===== config.mk =====
export PLATFORM = sky130hd
export DESIGN_NAME = alu_op_sequencer
export DESIGN_NICKNAME = d
export VERILOG_FILES = /design/src/rtl/alu_op_sequencer.sv
export SDC_FILE = /design/constraint.sdc
export NUM_CORES = 1
export LEC_CHECK = 0
export CORE_AREA = 2 2 72 74
export CTS_CLUSTER_DIAMETER = 30
export DETAILED_ROUTE_END_ITERATION = 16
export DIE_AREA = 0 0 74 76
export MAX_ROUTING_LAYER = met4
export PLACE_DENSITY = 0.83
export SYNTH_ARGS = -nofsm -noshare
export SYNTH_HDL_FRONTEND = slang
export SYNTH_SLANG_ARGS = --single-unit

===== constraint.sdc =====
create_clock -name i_Clk -period 5.14 [get_ports i_Clk]
set_clock_uncertainty 0.1 [all_clocks]
set_input_delay 1.028 -clock i_Clk [delete_from_list [all_inputs] [get_ports i_Clk]]
set_output_delay 1.028 -clock i_Clk [all_outputs]
set_load 0.02 [all_outputs]

===== src/rtl/alu_op_sequencer.sv =====
// alu_op_sequencer
//   Multi-cycle control sequencer sitting between the instruction decoder and
//   the ALU / register file / memory bus. Accepts one decoded 8-bit opcode per
//   handshake, fetches the operand (register file, accumulator, (HL) or an
//   immediate byte), drives the ALU control inputs for one EXEC cycle, and
//   writes the result back to A, a register-file entry or memory.
//
// Ports
//   i_Clk, i_Reset         clock, synchronous active-high reset
//   i_Enable               clock enable; state frozen and commit strobes gated when low
//   i_Valid/o_Ready        opcode handshake (o_Ready high only in IDLE)
//   i_Opcode               opcode to execute
//   o_Done/o_Illegal       registered completion / illegal-opcode pulses
//   o_Reg_*/i_Reg_Data     register-file select, read data, write strobe and data
//   o_Mem_*/i_Mem_*        memory request/handshake; address select 0=HL, 1=PC
//   o_PC_Inc               PC increment strobe after the immediate fetch
//   o_ALU_*/i_ALU_*        ALU opcode, operand, unit select, flag save,
//                          accumulator read/write and result feedback
module alu_op_sequencer #(
    parameter bit ENABLE_MISC = 1'b1
) (
    input  logic       i_Clk,
    input  logic       i_Reset,
    input  logic       i_Enable,
    input  logic       i_Valid,
    output logic       o_Ready,
    input  logic [7:0] i_Opcode,
    output logic       o_Done,
    output logic       o_Illegal,
    output logic [2:0] o_Reg_Sel,
    input  logic [7:0] i_Reg_Data,
    output logic       o_Reg_Write,
    output logic [7:0] o_Reg_Wdata,
    output logic       o_Mem_Req,
    output logic       o_Mem_Write,
    output logic       o_Mem_Addr_Sel,
    output logic [7:0] o_Mem_Wdata,
    input  logic [7:0] i_Mem_Rdata,
    input  logic       i_Mem_Ack,
    output logic       o_PC_Inc,
    output logic [7:0] o_ALU_Opcode,
    output logic [7:0] o_ALU_Parameter,
    output logic [5:0] o_ALU_Function_Control,
    output logic       o_ALU_Save_Flags,
    output logic [1:0] o_ALU_Read,
    output logic [1:0] o_ALU_Write,
    output logic [7:0] o_ALU_Data,
    input  logic [7:0] i_ALU_Result,
    input  logic [7:0] i_ALU_Reg_Data
);

    typedef enum logic [1:0] {S_IDLE, S_MEM_READ, S_EXEC, S_MEM_WRITE} state_e;
    typedef enum logic [2:0] {C_ILLEGAL, C_ALU, C_IMM, C_INC, C_DEC, C_MISC} class_e;

    function automatic class_e classify(input logic [7:0] op);
        class_e c;
        c = C_ILLEGAL;
        if (op[7:6] == 2'b10)                           c = C_ALU;
        else if (op[7:6] == 2'b11 && op[2:0] == 3'b110) c = C_IMM;
        else if (op[7:6] == 2'b00 && op[2:0] == 3'b100) c = C_INC;
        else if (op[7:6] == 2'b00 && op[2:0] == 3'b101) c = C_DEC;
        else if (ENABLE_MISC && (op == 8'h27 || op == 8'h2F ||
                                 op == 8'h37 || op == 8'h3F)) c = C_MISC;
        return c;
    endfunction

    // ALU forms carry the source in [2:0], INC/DEC in [5:3]; the immediate
    // form always has 110 in [2:0], so it shares the memory-source test.
    function automatic logic [2:0] src_idx(input logic [7:0] op);
        return op[7] ? op[2:0] : op[5:3];
    endfunction

    function automatic logic uses_mem(input logic [7:0] op, input class_e c);
        return (c != C_ILLEGAL) && (c != C_MISC) && (src_idx(op) == 3'd6);
    endfunction

    state_e     state_q, state_d;
    logic [7:0] opcode_q, opcode_d;
    logic [7:0] operand_q, operand_d;
    logic [7:0] result_q, result_d;
    logic       done_q, done_d;
    logic       illegal_q, illegal_d;

    class_e     in_cls, cur_cls;
    logic [2:0] cur_idx;
    logic       cur_mem, in_mem;
    logic       is_incdec, wr_a, wr_r, wr_m;

    assign in_cls    = classify(i_Opcode);
    assign in_mem    = uses_mem(i_Opcode, in_cls);
    assign cur_cls   = classify(opcode_q);
    assign cur_idx   = src_idx(opcode_q);
    assign cur_mem   = uses_mem(opcode_q, cur_cls);
    assign is_incdec = (cur_cls == C_INC) || (cur_cls == C_DEC);
    assign wr_a      = (((cur_cls == C_ALU) || (cur_cls == C_IMM)) && (opcode_q[5:3] != 3'b111))
                     || (cur_cls == C_MISC) || (is_incdec && cur_idx == 3'd7);
    assign wr_r      = is_incdec && (cur_idx < 3'd6);
    assign wr_m      = is_incdec && (cur_idx == 3'd6);

    assign o_Ready      = (state_q == S_IDLE);
    assign o_Done       = done_q;
    assign o_Illegal    = illegal_q;
    assign o_ALU_Opcode = opcode_q;

    always_ff @(posedge i_Clk) begin
        if (i_Reset) begin
            state_q   <= S_IDLE;
            opcode_q  <= '0;
            operand_q <= '0;
            result_q  <= '0;
            done_q    <= 1'b0;
            illegal_q <= 1'b0;
        end else begin
            state_q   <= state_d;
            opcode_q  <= opcode_d;
            operand_q <= operand_d;
            result_q  <= result_d;
            done_q    <= done_d;
            illegal_q <= illegal_d;
        end
    end

    always_comb begin
        state_d   = state_q;
        opcode_d  = opcode_q;
        operand_d = operand_q;
        result_d  = result_q;
        done_d    = done_q;
        illegal_d = illegal_q;

        o_Reg_Sel              = '0;
        o_Reg_Write            = 1'b0;
        o_Reg_Wdata            = '0;
        o_Mem_Req              = 1'b0;
        o_Mem_Write            = 1'b0;
        o_Mem_Addr_Sel         = 1'b0;
        o_Mem_Wdata            = '0;
        o_PC_Inc               = 1'b0;
        o_ALU_Parameter        = '0;
        o_ALU_Function_Control = '0;
        o_ALU_Save_Flags       = 1'b0;
        o_ALU_Read             = '0;
        o_ALU_Write            = '0;
        o_ALU_Data             = '0;

        // Pulses clear every enabled cycle and hold while the enable is low.
        if (i_Enable) begin
            done_d    = 1'b0;
            illegal_d = 1'b0;
        end

        unique case (state_q)
            S_IDLE: begin
                if (i_Valid && i_Enable) begin
                    if (in_cls == C_ILLEGAL) begin
                        done_d    = 1'b1;
                        illegal_d = 1'b1;
                    end else begin
                        opcode_d = i_Opcode;
                        state_d  = in_mem ? S_MEM_READ : S_EXEC;
                    end
                end
            end

            S_MEM_READ: begin
                o_Mem_Req      = 1'b1;
                o_Mem_Addr_Sel = (cur_cls == C_IMM);
                if (i_Enable && i_Mem_Ack) begin
                    operand_d = i_Mem_Rdata;
                    o_PC_Inc  = (cur_cls == C_IMM);
                    state_d   = S_EXEC;
                end
            end

            S_EXEC: begin
                case (cur_cls)
                    C_ALU, C_IMM: o_ALU_Function_Control = 6'b000001;
                    C_INC:        o_ALU_Function_Control = 6'b000010;
                    C_DEC:        o_ALU_Function_Control = 6'b000110;
                    C_MISC:       o_ALU_Function_Control = 6'b100000;
                    default:      o_ALU_Function_Control = '0;
                endcase

                if (cur_cls == C_MISC) begin
                    o_ALU_Parameter = '0;
                end else if (cur_mem) begin
                    o_ALU_Parameter = operand_q;
                end else if (cur_idx == 3'd7) begin
                    o_ALU_Read      = 2'b01;
                    o_ALU_Parameter = i_ALU_Reg_Data;
                end else begin
                    o_Reg_Sel       = cur_idx;
                    o_ALU_Parameter = i_Reg_Data;
                end

                if (wr_a) o_ALU_Data  = i_ALU_Result;
                if (wr_r) o_Reg_Wdata = i_ALU_Result;

                if (i_Enable) begin
                    o_ALU_Save_Flags = 1'b1;
                    if (wr_a) o_ALU_Write = 2'b01;
                    if (wr_r) o_Reg_Write = 1'b1;
                    if (wr_m) begin
                        result_d = i_ALU_Result;
                        state_d  = S_MEM_WRITE;
                    end else begin
                        state_d = S_IDLE;
                        done_d  = 1'b1;
                    end
                end
            end

            S_MEM_WRITE: begin
                o_Mem_Req   = 1'b1;
                o_Mem_Write = 1'b1;
                o_Mem_Wdata = result_q;
                if (i_Enable && i_Mem_Ack) begin
                    state_d = S_IDLE;
                    done_d  = 1'b1;
                end
            end

            default: state_d = S_IDLE;
        endcase
    end

endmodule

Yosys cells after proc, flatten, opt, wreduce, memory -nomap -nowiden
Cells that the tools add are included.

word-level totals
  register bits = 28
  input bits = 45
  logic and storage cells = 146

cells by class
  reductions and logical operators = 38
  equal/unequal tests = 37
  bitwise operators = 1
  $lt $le $gt $ge = 1
  multiplexer cells = 63

operators by type and width
  operator              number
  $mux W8               9
  $eq A8 B6 Y1 const B  8
  $mux W3               16
  $eq A3 B3 Y1 const B  11
  $mux W1               27
  $pmux W6 S4           1
  $logic_and A1 B1 Y1   16
  $mux W2               7
  $eq A2 B2 Y1 const B  6
  $logic_or A1 B1 Y1    10
  $ne A3 B3 Y1 const B  3
  $ne A2 B2 Y1 const B  4
  $pmux W2 S4           1
  $eq A3 B2 Y1 const B  2
  $logic_not A2 Y1      3
  $mux W6               1
  $reduce_and A3 Y1     2
  $reduce_bool A3 Y1    2
  $reduce_and A5 Y1     1
  $reduce_or A2 Y1      2
  $eq A3 B1 Y1 const B  1
  $logic_not A3 Y1      1
  $lt A3 B3 Y1 const B  1
  $pmux W1 S3           1
  other kinds (4)       4

Logic depth before layout (Yosys ltp)
  depth in word-level cells = 17
  depth in mapped cells = 6
  gate-level depth less buffers = 4

Worst setup path after synthesis
No wires, ideal clock.

  kind = input-to-output
  start point = input i_Enable
  end point = output o_Reg_Write
  path slack = 2167 ps
  stages = 4
  required time = 4012 ps
  path buffers = 1
  arrival = 1845 ps
  path through = buf_2 > and2_1 > nand2_1 > nor2_1

between the ends
  word-level cells in the longest chain between the ends = 2

ends and longest elaborated chain
  element      RTL line  RTL
  from (decl)  24        input logic i_Enable,
  $mux W1      199       if (i_Enable) begin
  $mux W1      152       unique case (state_q)
  to (decl)    32        output logic o_Reg_Write,

No other way between the ends.

Worst setup path after layout
  start point = register state_q[1]
  end point = output o_ALU_Parameter[2]

between the ends
  word-level cells in the longest chain between the ends = 2

ends and longest elaborated chain
  element                 RTL line  RTL
  from (decl)             77        state_e state_q, state_d;
  from (signal assigned)  114       state_q <= state_d;
  $eq A2 B2 Y1            152
  $mux W8                 152
  to (decl)               42        output logic [7:0] o_ALU_Parameter,

No other way between the ends.

==> run summary <==
The deepest clock path buffer count is 2. The post-CTS setup buffer count is 0. The number of placement rows came out at 26.

Among all stages on the critical path, the largest delay is contributed by dfxtp_1. After clock tree synthesis, the flow added hold-fix buffers numbering 0. The total number of cells along the worst setup path came out at 5.

The detailed router's first-iteration violation count is 121. The total number of H-tree levels came out at 1. The flow ran to the end, and the final reports show no timing, DRC or antenna violations. The clock tree root driver cell is clkbuf_8. The number of instances resized during post-cts repair came out at 0. The register share of total power is roughly 47%.

The area growth from synthesis to layout is 55.38%. The final worst setup slack is 0.8267 ns. The half-perimeter wire length of the detailed placement result came out at 4269 µm. Setup repair after global routing left no endpoint under its margin. For the worst-skew pair, the clock arrives at the later sink with an insertion delay of 0.28 ns. The shortest clock period the worst path allows after layout came out at 4.313 ns. The critical path is of the reg -> out type.

The total number of vias is 2090. The maximum vdd ir drop is 0.09896 mV. The worst setup path is captured at an output port. The TritonCTS buffer count is 3. The synthesized netlist cell count is 241. In this run the worst hold path is classified as reg -> reg.

Timing analysis after detailed placement gives a worst setup slack of 1.168 ns. For this run, design rule violations remaining after detail routing come to 0. The total of flip-flops plus latches after synthesis came out at 28.

After global routing the overflow that remains totals 0. In the detailed route, the total length drawn on met2 is 2702 µm. The setup total negative slack came out at 0 ns.

The share of layout cells above drive strength 1 is 6.344%. The routed wire length came out at 5782 µm. The number of flops mapped to enable cells by yosys is 0.

The startpoint class of the critical path is a flip-flop. The die covers 5624 µm². The count of different cell masters after synthesis is 48. The wire length per cell after detailed routing came out at between 10 and 15 µm. Setup violations remaining at the end of the flow were counted as 0. Once placement completed, the tool counted placed cells totaling 397. The maximum single-stage delay on the critical path came out at 0.72 ns. The final estimated routing congestion in global placement came out at roughly 0.82. The total of max-cap violations came out at 0. The actual slew at the worst max-slew pin is 1.078 ns. The areal power density over the cells came out at about 160 nW/µm². The worst register-to-register path has a depth of 4. The yosys synthesis warning count came out at 0. Pin placement for this block handled 107 I/O pins.

The topmost layer with routed signal wires is met4. For the worst setup path, the data required time is 4.01 ns. Summing the areas of all and, or, nand and nor instances in the mapped netlist gives 35.98% of the synthesized area. The worst endpoint data arrival time came out at 3.19 ns.

The internal portion of total power came out at 0.3602 mW. The pin count of the biggest net entering global routing came out at 38. Along the worst hold path, the cell count comes to 2. In this run the tool buffered the top-level ports with ~100 buffer cells. The worst slew margin relative to its limit came out at between 20% and 30%. The most frequently used flop master after synthesis is dfxtp_1. The number of global-route vias before repair is about 1900. The critical path goes through nor2b_1, o41a_1, o21a_1, o221a_2, clkdlybuf4s50_1. The final non-filler cell total came out at 401. The share of synthesized flip-flops with an asynchronous set or reset is 0%. The buffers plus inverters on the worst setup path came out at 1. The leakage component of the power is about 1.2 nW.

The combinational group share of total power came out at 25.0%. The final antenna diode count is 0. The post-synthesis mux area share came out at 9.219%.

After Yosys synthesis, full adders, half adders and majority gates account for 0% of the synthesized area. In this run the horizontal extent of the chip is 74 µm. The routed design uses 374 µm of met3 wire.

The number of iterations in the first detailed-routing pass came out at 4. Broken down by cell family, the worst path's largest delay share belongs to compound AO/OA/AOI/OAI gates. The number of pins with negative max-slew slack in the final report is 0. The mean post-synth cell area is 8.109 µm². Based on the critical path, the design can be clocked at up to roughly 230 MHz. The fraction of power spent switching nets is 27.62%. Measured along the y axis, the die boundary spans 76 µm. The routed length on met1 is between 2000 and 3000 µm. The clock-pin slew on the worst setup and hold paths is ~0.090 ns. The final hold slack came out at 0.3660 ns. TritonCTS built the clock tree. The fraction of the cycle the final worst path needs came out at between 80% and 90%. The count of nets left with antenna violations once routing finished came out at 0. The total net switching power came out at 0.1374 mW. The mapped cell area is 1954 µm². The area inside the core boundary is 4912 µm². The first-pass GRT wire length came out at 9163 µm. The final-stage net count is 377. The starting utilization of the core area is slightly below 40%.

The number of hold violations in the final report came out at 0. The number of sinks driven by the clock tree is 28. The initial antenna violation count is 0. The post-synthesis share of cell area spent on xor and xnor gates is 0%.

The sequential fraction of the synthesis area is 28.68%. After synthesis, the largest family of logic cells by area is simple AND/OR/NAND/NOR gates. Of all nets on the critical path, the largest fanout is 19. The synthesized netlist devotes 20.04% of its cell area to compound gates. The global-route usage over all layers is 20.82%. The relative contribution of the clock network to total power came out at 27.6%. The mean number of vias per cell is 5.212.
==> cells in the final DEF (no fill, tap or decap), types with 2 or more instances in the layout <==
cell             netlist  layout
a21o_1                 3       3
a21oi_1               16      16
and2_1                11      11
and3_1                20      20
and4b_1                2       2
clkbuf_8               0       4
clkdlybuf4s50_1        0     102
conb_1                 1       4
dfxtp_1               28      28
inv_1                  4       4
mux2i_1               18      18
nand2_1               28      28
nand2b_1              18      18
nand3_1                4       4
nor2_1                15      15
nor2b_1                4       4
nor3_1                 2       2
o21a_1                10      10
o21ai_0                2       2
o221a_2                8       8
or4_1                  2       2
==> sequential cells by signal, indices dropped and copies added, names as in the netlist <==
signal        cells
o_ALU_Opcode      8
o_Done            1
o_Illegal         1
operand_q         8
result_q          8
state_q           2
==> cell usage after synthesis (all sizes together) (2+ instances only) <==
master,instances,area [µm²]
dfxtp,28,560.5
nand2,28,105.1
and3,20,125.1
mux2i,18,180.2
nand2b,18,112.6
a21oi,16,80.08
nor2,15,56.30
and2,11,68.82
clkbuf,11,45.04
o21a,10,75.07
buf,9,55.05
o221a,8,90.09
inv,4,15.01
nand3,4,20.02
nor2b,4,25.02
a21o,3,22.52
o21ai,3,15.01
a211oi,2,20.02
and4b,2,20.02
nand4,2,18.77
nor3,2,10.01
or3b,2,17.52
or4,2,15.01
==> through the flow <==
stage	util, %	power (mW)	area [µm²]
2_1_floorplan	-	0.3031	1966
3_3_place_gp	60.70	0.3632	2982
3_5_place_dp	60.70	0.3644	2982
4_1_cts	61.82	0.5029	3037
5_1_grt	61.82	0.5218	3037
6_report	61.82	0.4976	3037
==> cell families after synthesis <==
group | Yosys count
flops | 28
compound gates | 51
other cells | 1
mux | 18
simple gates | 119
buf+inv | 24
==> worst paths after layout <==
kind | startpoint | end | slack, ns
min | operand_q[2]$_SDFFE_PP0P_ | operand_q[2]$_SDFFE_PP0P_ | 0.37
min reg2reg | operand_q[2]$_SDFFE_PP0P_ | operand_q[2]$_SDFFE_PP0P_ | 0.37
max | state_q[1]$_SDFFE_PP0P_ | o_ALU_Parameter[2] | 0.83
max reg2reg | state_q[1]$_SDFFE_PP0P_ | result_q[0]$_SDFFE_PP0P_ | 2.63
==> power by group through the flow <==
stage	Clock, mW	Combinational [mW]	Sequential (mW)
final	0.137	0.125	0.236
after floorplan	0	0.0667	0.236
after global routing	0.150	0.134	0.237
after detailed placement	0	0.124	0.240
after CTS	0.142	0.125	0.235
after global placement	0	0.123	0.240
==> layer usage <==
layer / vias to the layer above / global-route usage [%]
met2: 83 / 34.20
li1: 1033 / -
met1: 969 / 26.74
met3: 5 / 3.042
met5: - / -
met4: 0 / 4.909
==> tightest hold or removal path, stage by stage, from the launching register on <==
cell and delay, ns:
dfxtp_1 0.32, nand2_1 0.05, a21oi_1 0.05
==> area by class of cell <==
class | count | area, µm²
inverter | 4 | 15.01
fill | 450 | 1876
tap | 70 | 87.58
multi-input combinational | 192 | 1290
timing repair buffer | 103 | 1028
sequential | 28 | 560.5
clock buffer | 4 | 55.05
No activity file was read; power rests on OpenSTA's default activity.
